### src/rtl/ant.sv
// ant: PageRank worker hosting M of N graph nodes; remote ranks are fetched over request/response.
module ant #(
  parameter int unsigned N     = 4,
  parameter int unsigned M     = 4,
  parameter int unsigned WIDTH = 16,
  parameter int unsigned ITERS = 32
) (
  input  logic               clk,
  input  logic               reset,
  input  logic [N*N-1:0]     adj,
  input  logic [N*WIDTH-1:0] nodeWeight,
  input  logic [1:0]         antId,
  input  logic [5:0]         query,
  input  logic [WIDTH+5:0]   response,
  output logic [5:0]         request,
  output logic [WIDTH-1:0]   reply,
  output logic [WIDTH-1:0]   node0Val
);

  localparam int unsigned AW = WIDTH + 6;
  localparam int unsigned PW = 2 * WIDTH;
  localparam int unsigned SW = WIDTH + 1;
  localparam int unsigned IW = (ITERS < 1) ? 1 : $clog2(ITERS + 1);

  localparam logic [5:0]       NONE      = 6'h3F;
  localparam logic [5:0]       LAST_J    = 6'(N - 1);
  localparam logic [7:0]       M_C       = 8'(M);
  localparam logic [IW-1:0]    ITERS_C   = IW'(ITERS);
  localparam logic [SW-1:0]    FULL      = {1'b1, {WIDTH{1'b0}}};
  localparam logic [SW-1:0]    INIT_RAW  = FULL / SW'(N);
  localparam logic [WIDTH-1:0] INIT_RANK = INIT_RAW[WIDTH] ? {WIDTH{1'b1}} : INIT_RAW[WIDTH-1:0];

  typedef enum logic [1:0] {ACCUM = 2'd0, UPDATE = 2'd1, DONE = 2'd2} state_t;

  state_t           state_q, state_d;
  logic [5:0]       j_q, j_d;
  logic [IW-1:0]    iter_q, iter_d;
  logic [5:0]       request_q, request_d;
  logic [WIDTH-1:0] reply_q, reply_d;
  logic [WIDTH-1:0] node0_q, node0_d;
  logic [WIDTH-1:0] rank_q [M];
  logic [WIDTH-1:0] rank_d [M];
  logic [AW-1:0]    acc_q  [M];
  logic [AW-1:0]    acc_d  [M];

  logic [7:0]       base_c, j_off_c, q_off_c;
  logic             j_local_c, q_local_c, add_en_c;
  logic [WIDTH-1:0] j_rank_c, q_rank_c, weight_c, src_rank_c, contrib_c;
  logic [M-1:0]     adj_col_c;

  // Locate j and query within the hosted range and select the operands they address.
  always_comb begin
    base_c    = 8'(antId) * M_C;
    j_off_c   = 8'(j_q) - base_c;
    q_off_c   = 8'(query) - base_c;
    j_local_c = (j_off_c < M_C);
    q_local_c = (query != NONE) && (q_off_c < M_C);
    j_rank_c  = '0;
    q_rank_c  = '0;
    weight_c  = '0;
    adj_col_c = '0;
    for (int k = 0; k < M; k++) begin
      if (j_off_c == 8'(k)) j_rank_c = rank_q[k];
      if (q_off_c == 8'(k)) q_rank_c = rank_q[k];
    end
    for (int c = 0; c < N; c++) begin
      if (j_q == 6'(c)) weight_c = nodeWeight[c*WIDTH +: WIDTH];
    end
    for (int k = 0; k < M; k++) begin
      for (int r = 0; r < N; r++) begin
        for (int c = 0; c < N; c++) begin
          if ((base_c + 8'(k) == 8'(r)) && (j_q == 6'(c))) adj_col_c[k] = adj[r*N + c];
        end
      end
    end
  end

  // Next state, accumulation of one source per cycle, commit and query service.
  always_comb begin
    state_d    = state_q;
    j_d        = j_q;
    iter_d     = iter_q;
    request_d  = request_q;
    node0_d    = node0_q;
    reply_d    = q_local_c ? q_rank_c : '0;
    src_rank_c = '0;
    add_en_c   = 1'b0;
    contrib_c  = '0;
    for (int k = 0; k < M; k++) begin
      rank_d[k] = rank_q[k];
      acc_d[k]  = acc_q[k];
    end
    case (state_q)
      ACCUM: begin
        if (j_local_c) begin
          src_rank_c = j_rank_c;
          add_en_c   = 1'b1;
        end else if (request_q == NONE) begin
          request_d = j_q;
        end else if (response[AW-1:WIDTH] == j_q) begin
          src_rank_c = response[WIDTH-1:0];
          add_en_c   = 1'b1;
          request_d  = NONE;
        end
        contrib_c = WIDTH'((PW'(src_rank_c) * PW'(weight_c)) >> WIDTH);
        if (add_en_c) begin
          for (int k = 0; k < M; k++) begin
            if (adj_col_c[k]) acc_d[k] = acc_q[k] + AW'(contrib_c);
          end
          if (j_q == LAST_J) state_d = UPDATE;
          else               j_d     = j_q + 6'd1;
        end
      end
      UPDATE: begin
        for (int k = 0; k < M; k++) begin
          rank_d[k] = (|acc_q[k][AW-1:WIDTH]) ? {WIDTH{1'b1}} : acc_q[k][WIDTH-1:0];
          acc_d[k]  = '0;
        end
        node0_d = (|acc_q[0][AW-1:WIDTH]) ? {WIDTH{1'b1}} : acc_q[0][WIDTH-1:0];
        j_d     = '0;
        iter_d  = iter_q + IW'(1);
        state_d = (iter_d == ITERS_C) ? DONE : ACCUM;
      end
      DONE: begin
      end
      default: state_d = ACCUM;
    endcase
  end

  // Registers; reset restarts from uniform ranks.
  always_ff @(posedge clk) begin
    if (reset) begin
      state_q   <= ACCUM;
      j_q       <= '0;
      iter_q    <= '0;
      request_q <= NONE;
      reply_q   <= '0;
      node0_q   <= INIT_RANK;
      for (int k = 0; k < M; k++) begin
        rank_q[k] <= INIT_RANK;
        acc_q[k]  <= '0;
      end
    end else begin
      state_q   <= state_d;
      j_q       <= j_d;
      iter_q    <= iter_d;
      request_q <= request_d;
      reply_q   <= reply_d;
      node0_q   <= node0_d;
      for (int k = 0; k < M; k++) begin
        rank_q[k] <= rank_d[k];
        acc_q[k]  <= acc_d[k];
      end
    end
  end

  assign request  = request_q;
  assign reply    = reply_q;
  assign node0Val = node0_q;

endmodule

### config.mk
export PLATFORM = sky130hd
export DESIGN_NAME = ant
export DESIGN_NICKNAME = d
export VERILOG_FILES = /design/src/rtl/ant.sv
export SDC_FILE = /design/constraint.sdc
export NUM_CORES = 1
export LEC_CHECK = 0
export ABC_CLOCK_PERIOD_IN_PS = 22400
export BUFFER_PORTS_ARGS = -buffer_cell sky130_fd_sc_hd__buf_2
export CAP_MARGIN = 20
export CORE_ASPECT_RATIO = 0.9
export CORE_MARGIN = 2
export CORE_UTILIZATION = 55
export DETAILED_ROUTE_END_ITERATION = 7
export GPL_ROUTABILITY_DRIVEN = 1
export HOLD_SLACK_MARGIN = 0.03
export PLACE_DENSITY = 0.74
export SKIP_LAST_GASP = 1
export SYNTH_ARGS = -nofsm -noshare
export SYNTH_HDL_FRONTEND = slang
export SYNTH_SLANG_ARGS = --single-unit
export TNS_END_PERCENT = 10
### constraint.sdc
create_clock -name clk -period 22.4 [get_ports clk]
set_input_delay 2.24 -clock clk [delete_from_list [all_inputs] [get_ports clk]]
set_output_delay 2.24 -clock clk [all_outputs]
set_load 0.05 [all_outputs]
After elaboration in Yosys (flattened, before gate mapping)
Memory sizes are Yosys's and may differ from the RTL's.
Index checks and enable logic that the tools add are counted.
{"block": "op_classes", "bitwise": 11, "n_mux": 103, "eq_ne": 27, "addsub": 11, "order_cmp": 2, "reduce_logical": 71, "n_mul": 1}
{"cell": "$mux W16", "n": 24}
{"cell": "$mux W22", "n": 8}
{"cell": "$pmux W88 S2", "n": 1}
{"cell": "$add A22 B16 Y22", "n": 4}
{"cell": "$mux W88", "n": 1}
{"cell": "$mux W64", "n": 1}
{"cell": "$mux W1", "n": 59}
{"cell": "$eq A8 B2 Y1 const B", "n": 7}
{"cell": "$logic_and A1 B1 Y1", "n": 53}
{"cell": "$logic_not A8 Y1", "n": 6}
{"cell": "$eq A8 B1 Y1 const B", "n": 5}
{"cell": "$mul A16 B16 Y32", "n": 1}
{"cell": "$mux W6", "n": 4}
{"cell": "$reduce_or A6 Y1", "n": 4}
{"cell": "$lt A8 B3 Y1 const B", "n": 2}
{"cell": "$eq A5 B2 Y1 const B", "n": 3}
{"cell": "$sub A6 B4 Y7", "n": 2}
{"cell": "$add A6 B1 Y6 const B", "n": 2}
{"cell": "$eq A6 B2 Y1 const B", "n": 2}
{"cell": "$eq A6 B6 Y1 const B", "n": 2}
{"cell": "$pmux W6 S2", "n": 1}
{"cell": "$add A4 B2 Y5 const B", "n": 2}
{"cell": "$reduce_and A3 Y1", "n": 3}
{"cell": "$or A1 B1 Y1", "n": 8}
{"cell": "14 further kinds", "n": 21}
{"block": "totals", "inputBits": 112, "mem_count": 2, "elab_cells": 234, "output_inout_bits": 38, "mem_bits_rw": 152, "ff_bits": 52}
{"name": "acc_q", "depth": 4, "word_bits": 22, "read_ports": 4, "rd_ports_with_merged_regs": 0, "wr": 4, "line_no": "43", "source": "logic [AW-1:0] acc_q [M];"}
{"name": "rank_q", "depth": 4, "word_bits": 16, "read_ports": 4, "rd_ports_with_merged_regs": 0, "wr": 4, "line_no": "41", "source": "logic [WIDTH-1:0] rank_q [M];"}

Depth between registers and ports, before layout
Gate-level depths: netlist (run 1).
{"block": "logic_depth", "ltp_word": 23, "ltp_mapped": 46, "depth_no_buf": 43}

Worst setup path after synthesis (run 1)
OpenSTA, ideal clock, no wires.
{"block": "synth_timing", "kind": "input to register", "from": "in antId[0]", "to": "mem acc_q[0][84] in the netlist's numbering", "setup_time_ps": 121, "n_path_buf": 3, "required_time_ps": 22279, "arrival_ps": 11360, "path_slack_ps": 10919, "stages": 37, "cell_sequence": "ha_1 -> fa_1 -> xnor2_1 -> nand3_1 -> or3_1 -> buf_2 -> clkbuf_1 -> clkbuf_1 -> o21ai_1 -> nand2_1 -> fa_1 -> fa_1 -> fa_1 -> inv_1 -> fa_1 -> fa_1 -> inv_1 -> fa_1 -> inv_1 -> ha_1 -> a21o_1 -> a211oi_1 -> o221ai_1 -> a31oi_1 -> xnor2_1 -> ha_1 -> fa_1 -> a21o_1 -> a21oi_1 -> o21bai_1 -> a21o_1 -> a21oi_1 -> o22ai_1 -> o2111a_1 -> o31a_1 -> o2111ai_1 -> mux2_2"}
{"item": "start, declared", "line_no": "12", "source": "input logic [1:0] antId,"}
{"item": "end, declared", "line_no": "43"}

==> flow_summary.ini, run 1 <==
[setup_path]
crit_arrival_ns = 13.16
crit_slowest_cell = and2_0
startpoint = antId[1]
r2r_start = j_q[2]
critPathKind = in -> reg
reg2reg_depth = 39
critPathRequiredTime_ns = 22.71
max_stage_delay_ns = 0.69
r2r_end = acc_q[0][63]
endpoint_kind = flop
cp_common_cell = fa_1
start_kind = primary input
worstPathMaxFanout = 33
r2r_setup_slack_ns = 10.82

[finish]
final_cells = 2953
seq_area_um2 = 3760
area_growth_pct = 9.20
nNetsFinal = 2962
final_cell_area_um2 = 21400
drive_gt1_share_pct = 10.9
multiInputGateArea_um2 = 14400
fill_cells = 3073

[sta]
hold_viol = 0
rsz0062_at_grt = no
fin_tns_setup_ns = 0
skew_ns = 0.0101
fmax_mhz = 77.8
setup_viol = 0
maxSlewViolCount = 0
period_share_pct = 57.4
worst_pin_slew_ns = 1.08
fin_crit_ns = 12.85
slew_headroom_pct = 27.2

[detailed_routing]
vias_per_cell = 5.91
postRouteAntennaNets = 0
wire_per_inst_um = 19.3
num_vias = 17462
drt_iter0_markers = 1521
drt_wl_total_mm = 57.1
routed.top_layer = met4
drc = 0
wl_met2_mm = 26.3
wl_met3_mm = 4.40
wirelength_met1_mm = 24.6
drtPass1Iterations = 8

[worst_hold_path]
min_to = acc_q[0][28]
hp-start = acc_q[0][28]
holdPathStages = 2
hold_class = reg -> reg

[synthesis]
synthMuxAreaShare_pct = 2.11
synth-adder-area-share_pct = 31.9
synth_top_family_by_area = adder cells
ys_ff_latch = 188
synth_xor_area_share_pct = 3.93
yosysTopAreaCellShare_pct = 20.3
synth_edf_count = 0
synth_cell_type_count = 76
synth_cells = 2374
ys_seq_area_share_pct = 19.2
yosysWarnings = 0
syn_area_per_cell_um2 = 8.26
syn_nets = 2866
yosysTopAreaCell = fa_1
ys_top_cells_by_area = fa_1 20%, dfxtp_1 19%, ha_1 12%
synth-compound-area-share_pct = 15.1
synthSimpleGateAreaFrac_pct = 20.2
synth_ff_type = dfxtp_1
netlist_area_um2 = 19600
async_reset_ff_share_pct = 0

[die]
die_h_um = 183
start_util_pct = 55.9
fp-row-count = 65
die_w_um = 203
ioPinCount = 150
coreArea_um2 = 35100
die_area_um2 = 37200

[clocking]
clkSlewWorstSetupHoldPaths_ns = 0.07
cts-root-buf = clkbuf_16
htreeDepth = 4
cts_buffers = 17
clock_sinks = 188
cts_hold_buf = 0
clk_latency_ns = 0.44
cts_tree = built
cts_buffer_depth = 2
cts_setup_buffers = 0
ctsResizeCount = 0

[global_routing]
grt_use_total_pct = 31.3
antenna_found_initial = 1
gr-total-overflow = 0
grt_max_degree = 84
grt_pass1_vias = 17167
grt_pass1_wl_mm = 90.7

[power_and_ir_drop]
ir_worst_vdd_mv = 0.0546
total_leakage_power_nw = 10.2
finalPower_uw = 804
cellPowerDensity_nw_per_um2 = 37.6

[place]
portBuffers = 149
placed_cell_area_um2 = 20800
place.gp.congestion = 0.939
dp_hpwl_mm = 45.1
dp_cells = 2919

[run_status]
outcome = finished clean

[job]
cap_violations = 0
## per-layer routing
metal	GRT usage (%)	vias to the layer above
li1	-	8165
met1	42.9	8537
met2	51.2	672
met3	3.98	88
met4	10.7	0
met5	0	-
## registers in the layout, indices dropped and copies added (netlist names)
register	flops
acc_q	88
iter_q	6
state_q	2
request	6
j_q	6
reply	16
node0Val	16
rank_q	48
## cells in the final DEF (no fill, tap or decap), drive strengths merged, types with 12 or more instances in the layout
| master | Yosys | final |
|---|---|---|
| nor2 | 317 | 317 |
| inv | 276 | 279 |
| nand2 | 228 | 228 |
| fa | 199 | 199 |
| dfxtp | 188 | 188 |
| buf | 18 | 186 |
| ha | 181 | 181 |
| nor3 | 156 | 156 |
| a21oi | 144 | 144 |
| xnor2 | 56 | 56 |
| o21ai | 55 | 55 |
| nand3 | 38 | 38 |
| a22o | 38 | 38 |
| a21o | 35 | 35 |
| xor2 | 32 | 32 |
| o21bai | 26 | 26 |
| nor2b | 25 | 25 |
| nand2b | 24 | 24 |
| and2 | 22 | 22 |
| o21a | 20 | 20 |
| clkbuf | 91 | 20 |
| or3 | 19 | 19 |
| a222oi | 16 | 16 |
| mux4 | 16 | 16 |
| a31oi | 15 | 15 |
| and3 | 12 | 12 |
## cells by family (layout without fill, tap and decap cells)
logic type,count (synthesis),after routing
AND/OR/NAND/NOR,882,882
AO/OA/AOI/OAI,430,430
buffers and inverters,385,494
adder cells (fa/ha/maj),380,380
flip-flops,188,188
XOR/XNOR,88,88
multiplexers,21,21
other,0,1
## critical path, delay by kind of cell
family,cells,cell delay [ns]
and+or+nand+nor,9,2.08
xor gates and xnor gates,1,0.65
AOI/OAI and AO/OA,14,3.44
buffers and inverters,6,0.70
adders and majority gates,9,4.02
## cells in the mapped netlist (12+ instances only)
| cell | count |
|---|---|
| o21ai_0 | 44 |
| or3_1 | 19 |
| nor3_1 | 156 |
| nor2b_1 | 25 |
| xor2_1 | 32 |
| mux4_2 | 16 |
| xnor2_1 | 56 |
| clkbuf_1 | 91 |
| a31oi_1 | 13 |
| inv_1 | 276 |
| a22o_1 | 38 |
| fa_1 | 199 |
| o21bai_1 | 26 |
| a21o_1 | 35 |
| dfxtp_1 | 188 |
| a222oi_1 | 16 |
| nor2_1 | 317 |
| and3_1 | 12 |
| o21a_1 | 20 |
| ha_1 | 181 |
| a21oi_1 | 142 |
| and2_1 | 21 |
| nand2_1 | 228 |
| nand3_1 | 38 |
| nand2b_1 | 24 |
## worst max path at each step
stage | to | slack, ns | depth (start not counted)
floorplan | acc_q[0][84] | 10.92 | 37
global placement | acc_q[0][65] | 9.58 | 39
detailed placement | acc_q[0][63] | 9.22 | 39
CTS | acc_q[0][63] | 9.64 | 39
global route | acc_q[0][63] | 8.70 | 39
finish | acc_q[0][63] | 9.55 | 39
## area by class of cell
class | instances | area share, %
Inverter | 276 | 4.84
Clock buffer | 20 | 2.09
Antenna cell | 1 | 0.0117
Timing Repair Buffer | 186 | 4.81
Sequential cell | 188 | 17.6
Multi-Input combinational cell | 1801 | 67.3
Clock inverter | 12 | 0.637
Tap cell | 469 | 2.74
## through the flow
step	setup WS [ns]	utilization (%)	hold slack, ns
6_report	9.55	61.1	0.481
5_1_grt	8.70	61.1	0.506
4_1_cts	9.64	61.0	0.483
3_3_place_gp	9.58	59.4	0.463
3_5_place_dp	9.22	59.4	0.473
2_1_floorplan	10.92	-	0.450
## power by group
| group | total (mW) | internal, mW | switching (mW) |
|---|---|---|---|
| combinational | 0.157 | 0.0523 | 0.105 |
| clock | 0.304 | 0.168 | 0.135 |
| sequential | 0.343 | 0.339 | 0.00378 |
| total | 0.804 | 0.560 | 0.244 |
(Power assumes the default switching activity.)
==> inputs of run 2 (changes only) <==
- ABC_CLOCK_PERIOD_IN_PS: 22400 -> 10490
- PLACE_DENSITY: 0.74 -> 0.77
- clock period: 22.4 -> 10.49 ns (I/O delays scaled with it)
==> run 2 against run 1 <==
Effect of this change: count of clock-buffer cells in the layout decreased by 1; register-to-register slack got worse by 10 ns; non-clock buffer count grew 107; worst setup slack worse by 9.3 ns; the flow now finishes with violations (design-rule violations); flip-flop and latch count stayed put; final cell count grew 3.6%.
==> flow_summary.ini, run 2 (synthesis gave the netlist of run 1 again) <==
[setup_path]
r2r_end = acc_q[0][60]
endpoint_kind = flop
worstPathMaxFanout = 14
cp_common_cell = fa_1
start_kind = primary input
r2r_setup_slack_ns = 0.40
critPathRequiredTime_ns = 10.80
crit_arrival_ns = 10.50
critPathKind = in -> reg
reg2reg_depth = 38
max_stage_delay_ns = 0.55
endpoint = acc_q[0][60]
r2r_start = j_q[0]
startpoint = antId[0]
crit_slowest_cell = fa_1

[power_and_ir_drop]
p_switching_uw = 552
pwr-share-comb_pct = 20.6
pwr-share-clk_pct = 38.2
ir_worst_vdd_mv = 0.0999
p_seq_share_pct = 41.2
total_leakage_power_nw = 10.8
p_int_mw = 1.23
power_switching_share_pct = 31.0
cellPowerDensity_nw_per_um2 = 79.3

[global_routing]
grt_use_total_pct = 33.2
antenna_found_initial = 0
grt_pass1_wl_mm = 96.6
grt_pass1_vias = 18218
gr-total-overflow = 0
grt_max_degree = 84

[clocking]
clkSlewWorstSetupHoldPaths_ns = 0.07
cts_buffers = 17
cts_hold_buf = 0
clock_sinks = 188
cts_buffer_depth = 2
clk_latency_ns = 0.45
cts_tree = built
htreeDepth = 4
cts-root-buf = clkbuf_16

[finish]
drive_gt1_share_pct = 15.6
top_register = acc_q
final_common_cell = nor2_1
antenna_cells = 0
multiInputGateArea_um2 = 14500
largest_registers = acc_q x88, rank_q x48
area_growth_pct = 14.4
final_util_pct = 63.9
nNetsFinal = 3069
fill_cells = 2984
largest_register_ffs = 88
final_cell_mix = 315 x nor2_1, 276 x inv_1, 228 x nand2_1, 199 x fa_1, 187 x dfxtp_1
seq_area_um2 = 3760

[sta]
hold_viol = 0
hold_ws_ns = 0.480
final.setup.worst_slack_ns = 0.295
period_share_pct = 97.2
fin_crit_ns = 10.20
rsz0062_at_grt = yes
maxSlewViolCount = 0
skew_ns = 0.0101
fin_tns_setup_ns = 0
slew_headroom_pct = 24.3
setup_viol = 0
fmax_mhz = 98.1
worst_pin_slew_ns = 1.13

[die]
die_h_um = 183
die_w_um = 203
coreArea_um2 = 35100
fp-row-count = 65
die_area_um2 = 37200
ioPinCount = 150
start_util_pct = 55.9

[run_status]
outcome = finished, violations left
violations = design-rule violations

[detailed_routing]
vias_per_cell = 6.01
postRouteAntennaNets = 0
num_vias = 18395
drt_wl_total_mm = 60.9
wire_per_inst_um = 19.9
drc = 2
drt_iter0_markers = 1764
drtPass1Iterations = 8

[place]
portBuffers = 149
dp_hpwl_mm = 48.3
place_ws_ns = -0.348
place.gp.congestion = 0.968

[worst_hold_path]
hold_class = reg -> reg
hp-start = acc_q[0][75]

[job]
cap_violations = 0
## run 2: cell types whose count changed in the layout (fill, tap and decap cells not counted), sizes merged
cell | previous run | this run
buf | 186 | 293
clkinv | 4 | 1
inv | 279 | 282
clkbuf | 20 | 19
clkinvlp | 3 | 4
diode | 1 | 0
## run 2: layout make-up
cell class                 count  area share (%)
tap                          469            2.62
clock buffer                  19            2.02
timing repair buffer         293            8.36
multi-input combinational   1801            64.9
inverter                     276            4.62
sequential                   188            16.8
clock inverter                13           0.687
## run 2: power by group through the flow
stage | Clock [mW] | Sequential, mW | Combinational [mW]
CTS | 0.678 | 0.733 | 0.357
global route | 0.715 | 0.734 | 0.395
finish | 0.679 | 0.733 | 0.366
global placement | 0 | 0.749 | 0.345
detailed placement | 0 | 0.749 | 0.355
floorplan | 0 | 0.784 | 0.190
## run 2: critical path, delay by kind of cell
family                     cells  cell delay, ns
buffers and inverters          9            1.02
AOI/OAI and AO/OA             15            2.80
and+or+nand+nor                6            1.01
xor gates and xnor gates       2            0.35
adders and majority gates     10            4.24
## run 2: through the flow
step	std cells	power, mW	area, um2
3_5_place_dp	3023	1.10	21600
4_1_cts	3055	1.77	22200
5_1_grt	3059	1.84	22400
6_report	3059	1.78	22400
3_3_place_gp	3022	1.09	21600
2_1_floorplan	2374	0.973	19600
## run 2: how the worst min path moves through the flow
stage | slack, ns | endpoint | cells past startpoint
final | 0.48 | acc_q[0][75] | 2
after detailed placement | 0.46 | acc_q[0][75] | 2
after floorplan | 0.45 | acc_q[0][75] | 2
after global routing | 0.52 | acc_q[0][75] | 2
after global placement | 0.46 | acc_q[0][79] | 2
after CTS | 0.47 | acc_q[0][75] | 2
## run 2: what timing repair did
item | CTS | global route
setup buffers | 0 | 4
endpoints found under the setup margin | 0 | 46
gates resized for setup | 0 | 38
## run 2: layer usage
metal / GRT usage, % / up-vias / share of wire, %
li1: - / 8381 / -
met1: 44.5 / 8985 / 41
met2: 53.4 / 886 / 46
met3: 6.01 / 143 / 9.4
met4: 12.8 / 0 / 4.0
met5: 0 / - / 0
==> inputs of run 3 (changes only) <==
- BUFFER_PORTS_ARGS: -buffer_cell sky130_fd_sc_hd__buf_2 -> -buffer_cell sky130_fd_sc_hd__clkbuf_2
==> run 3 against run 2 <==
Effect of this change: the run now ends clean; design area down 0.59%; count of clock-buffer cells in the layout is the same; routed wire length fell by 0.79%; sequential share of layout area up 0.099 points; first-iteration DRC count grew 6.0%; sequential power about the same; critical path depth fell by 1; clock power decreased by 6.9%; maximum frequency down 0.85%; combinational power decreased by 1%; critical endpoint is now acc_q[0][65]; largest power group unchanged.
==> flow_summary.ini, run 3 (synthesis gave the netlist of run 1 again) <==
[worst_hold_path]
hp-start = acc_q[0][27]
hold_class = reg -> reg
holdPathStages = 2
min_to = acc_q[0][27]

[setup_path]
critPathRequiredTime_ns = 10.86
endpoint_kind = flop
critPathKind = in -> reg
worstPathMaxFanout = 14
r2r_start = j_q[2]
max_stage_delay_ns = 0.55
crit_arrival_ns = 10.65
r2r_end = acc_q[0][65]
reg2reg_depth = 41
start_kind = primary input
cp_common_cell = fa_1
r2r_setup_slack_ns = 0.35
crit_slowest_cell = fa_1

[power_and_ir_drop]
total_leakage_power_nw = 10.8
ir_worst_vdd_mv = 0.117
cellPowerDensity_nw_per_um2 = 77.5

[clocking]
cts_buffers = 17
clkSlewWorstSetupHoldPaths_ns = 0.08
cts_buffer_depth = 2
clock_sinks = 188
cts_tree = built
cts-root-buf = clkbuf_16
htreeDepth = 4
cts_hold_buf = 0
clk_latency_ns = 0.45

[sta]
setup_viol = 0
fmax_mhz = 97.2
hold_viol = 0
skew_ns = 0.0111
maxSlewViolCount = 0
rsz0062_at_grt = yes
final.setup.worst_slack_ns = 0.207
fin_crit_ns = 10.28
worst_pin_slew_ns = 1.09
period_share_pct = 98.0
hold_ws_ns = 0.485
slew_headroom_pct = 27.0

[finish]
drive_gt1_share_pct = 15.2
top_register = acc_q
largest_register_ffs = 88
nNetsFinal = 3068
largest_registers = acc_q x88, rank_q x48
antenna_cells = 0
area_growth_pct = 13.7
final_cells = 3058
final_common_cell = nor2_1
final_cell_mix = 316 x nor2_1, 276 x inv_1, 228 x nand2_1, 199 x fa_1, 187 x dfxtp_1

[global_routing]
grt_use_total_pct = 32.8
grt_pass1_wl_mm = 95.6
grt_max_degree = 93
grt_pass1_vias = 17889
gr-total-overflow = 0
antenna_found_initial = 0

[detailed_routing]
wire_per_inst_um = 19.8
postRouteAntennaNets = 0
drt_iter0_markers = 1869
num_vias = 18443
drtPass1Iterations = 6
drt_wl_total_mm = 60.4
drc = 0
vias_per_cell = 6.03

[die]
coreArea_um2 = 35100
ioPinCount = 150
die_w_um = 203
fp-row-count = 65
die_area_um2 = 37200
die_h_um = 183
start_util_pct = 55.9

[place]
portBuffers = 149
place_ws_ns = -0.379
dp_cells = 3022
place.gp.congestion = 1.01
dp_hpwl_mm = 48.2

[run_status]
outcome = finished clean

[job]
cap_violations = 0
[run 3: changes by cell type in the layout (fill, tap and decap cells not counted), sizes merged]
cell | before | now
clkinv | 1 | 5
buf | 293 | 144
bufinv | 2 | 0
clkinvlp | 4 | 0
inv | 282 | 284
clkbuf | 19 | 167
[run 3: how the worst max path moves through the flow]
| stage | slack, ns | cells past startpoint | from | end |
|---|---|---|---|---|
| after floorplan | 0.20 | 37 | antId[0] | acc_q[0][84] |
| after global placement | -0.01 | 42 | antId[0] | acc_q[0][20] |
| after detailed placement | -0.38 | 42 | antId[0] | acc_q[0][20] |
| after CTS | 0.04 | 42 | antId[1] | acc_q[0][20] |
| after global routing | -0.1 | 44 | antId[0] | acc_q[0][60] |
| final | 0.21 | 41 | antId[0] | acc_q[0][65] |
[run 3: power breakdown]
part           leakage (nW)  internal, mW  switching (mW)  total (mW)
clock network         0.283         0.323           0.310       0.632
logic                  8.96         0.130           0.231       0.361
registers              1.52         0.724         0.00883       0.733
[run 3: repair_timing]
item / CTS / global route
setup endpoints to repair: 0 / 39
resized for setup: 0 / 22
buffers inserted: 0 / 4
hold endpoints to repair: 0 / 0
[run 3: worst max-delay path: cells and delay by family]
kind	cells	cell delay, ns
simple gates	7	1.33
compound gates	13	2.69
buf+inv	9	0.90
xor+xnor	2	0.32
fa+ha+maj	10	4.33
[run 3: cell type report]
| type | count | area, um2 |
|---|---|---|
| clock inverter | 13 | 104 |
| timing repair buffer | 292 | 1870 |
| multi-input combinational | 1801 | 14500 |
| fill | 2991 | 12800 |
| tap | 469 | 587 |
| sequential | 188 | 3760 |
| clock buffer | 19 | 453 |
| inverter | 276 | 1040 |
[run 3: routing by layer]
layer | track usage [%] | wire length, um | up-vias
li1 | - | - | 8389
met4 | 12.0 | 2140 | 0
met1 | 44.0 | 24600 | 8996
met2 | 53.5 | 28000 | 914
met5 | 0 | 0 | -
met3 | 5.44 | 5590 | 144
[run 3: per-stage QoR]
stage                     total power [mW]  setup TNS [ns]  cell area [um2]  utilization [%]
final                                 1.73               0            22300             63.6
after global routing                  1.79           -1.04            22300             63.6
after CTS                             1.72               0            22200             63.3
after detailed placement              1.10           -4.37            21600             61.7
after global placement                1.09         -0.0341            21600             61.7
after floorplan                      0.973               0            19600                -
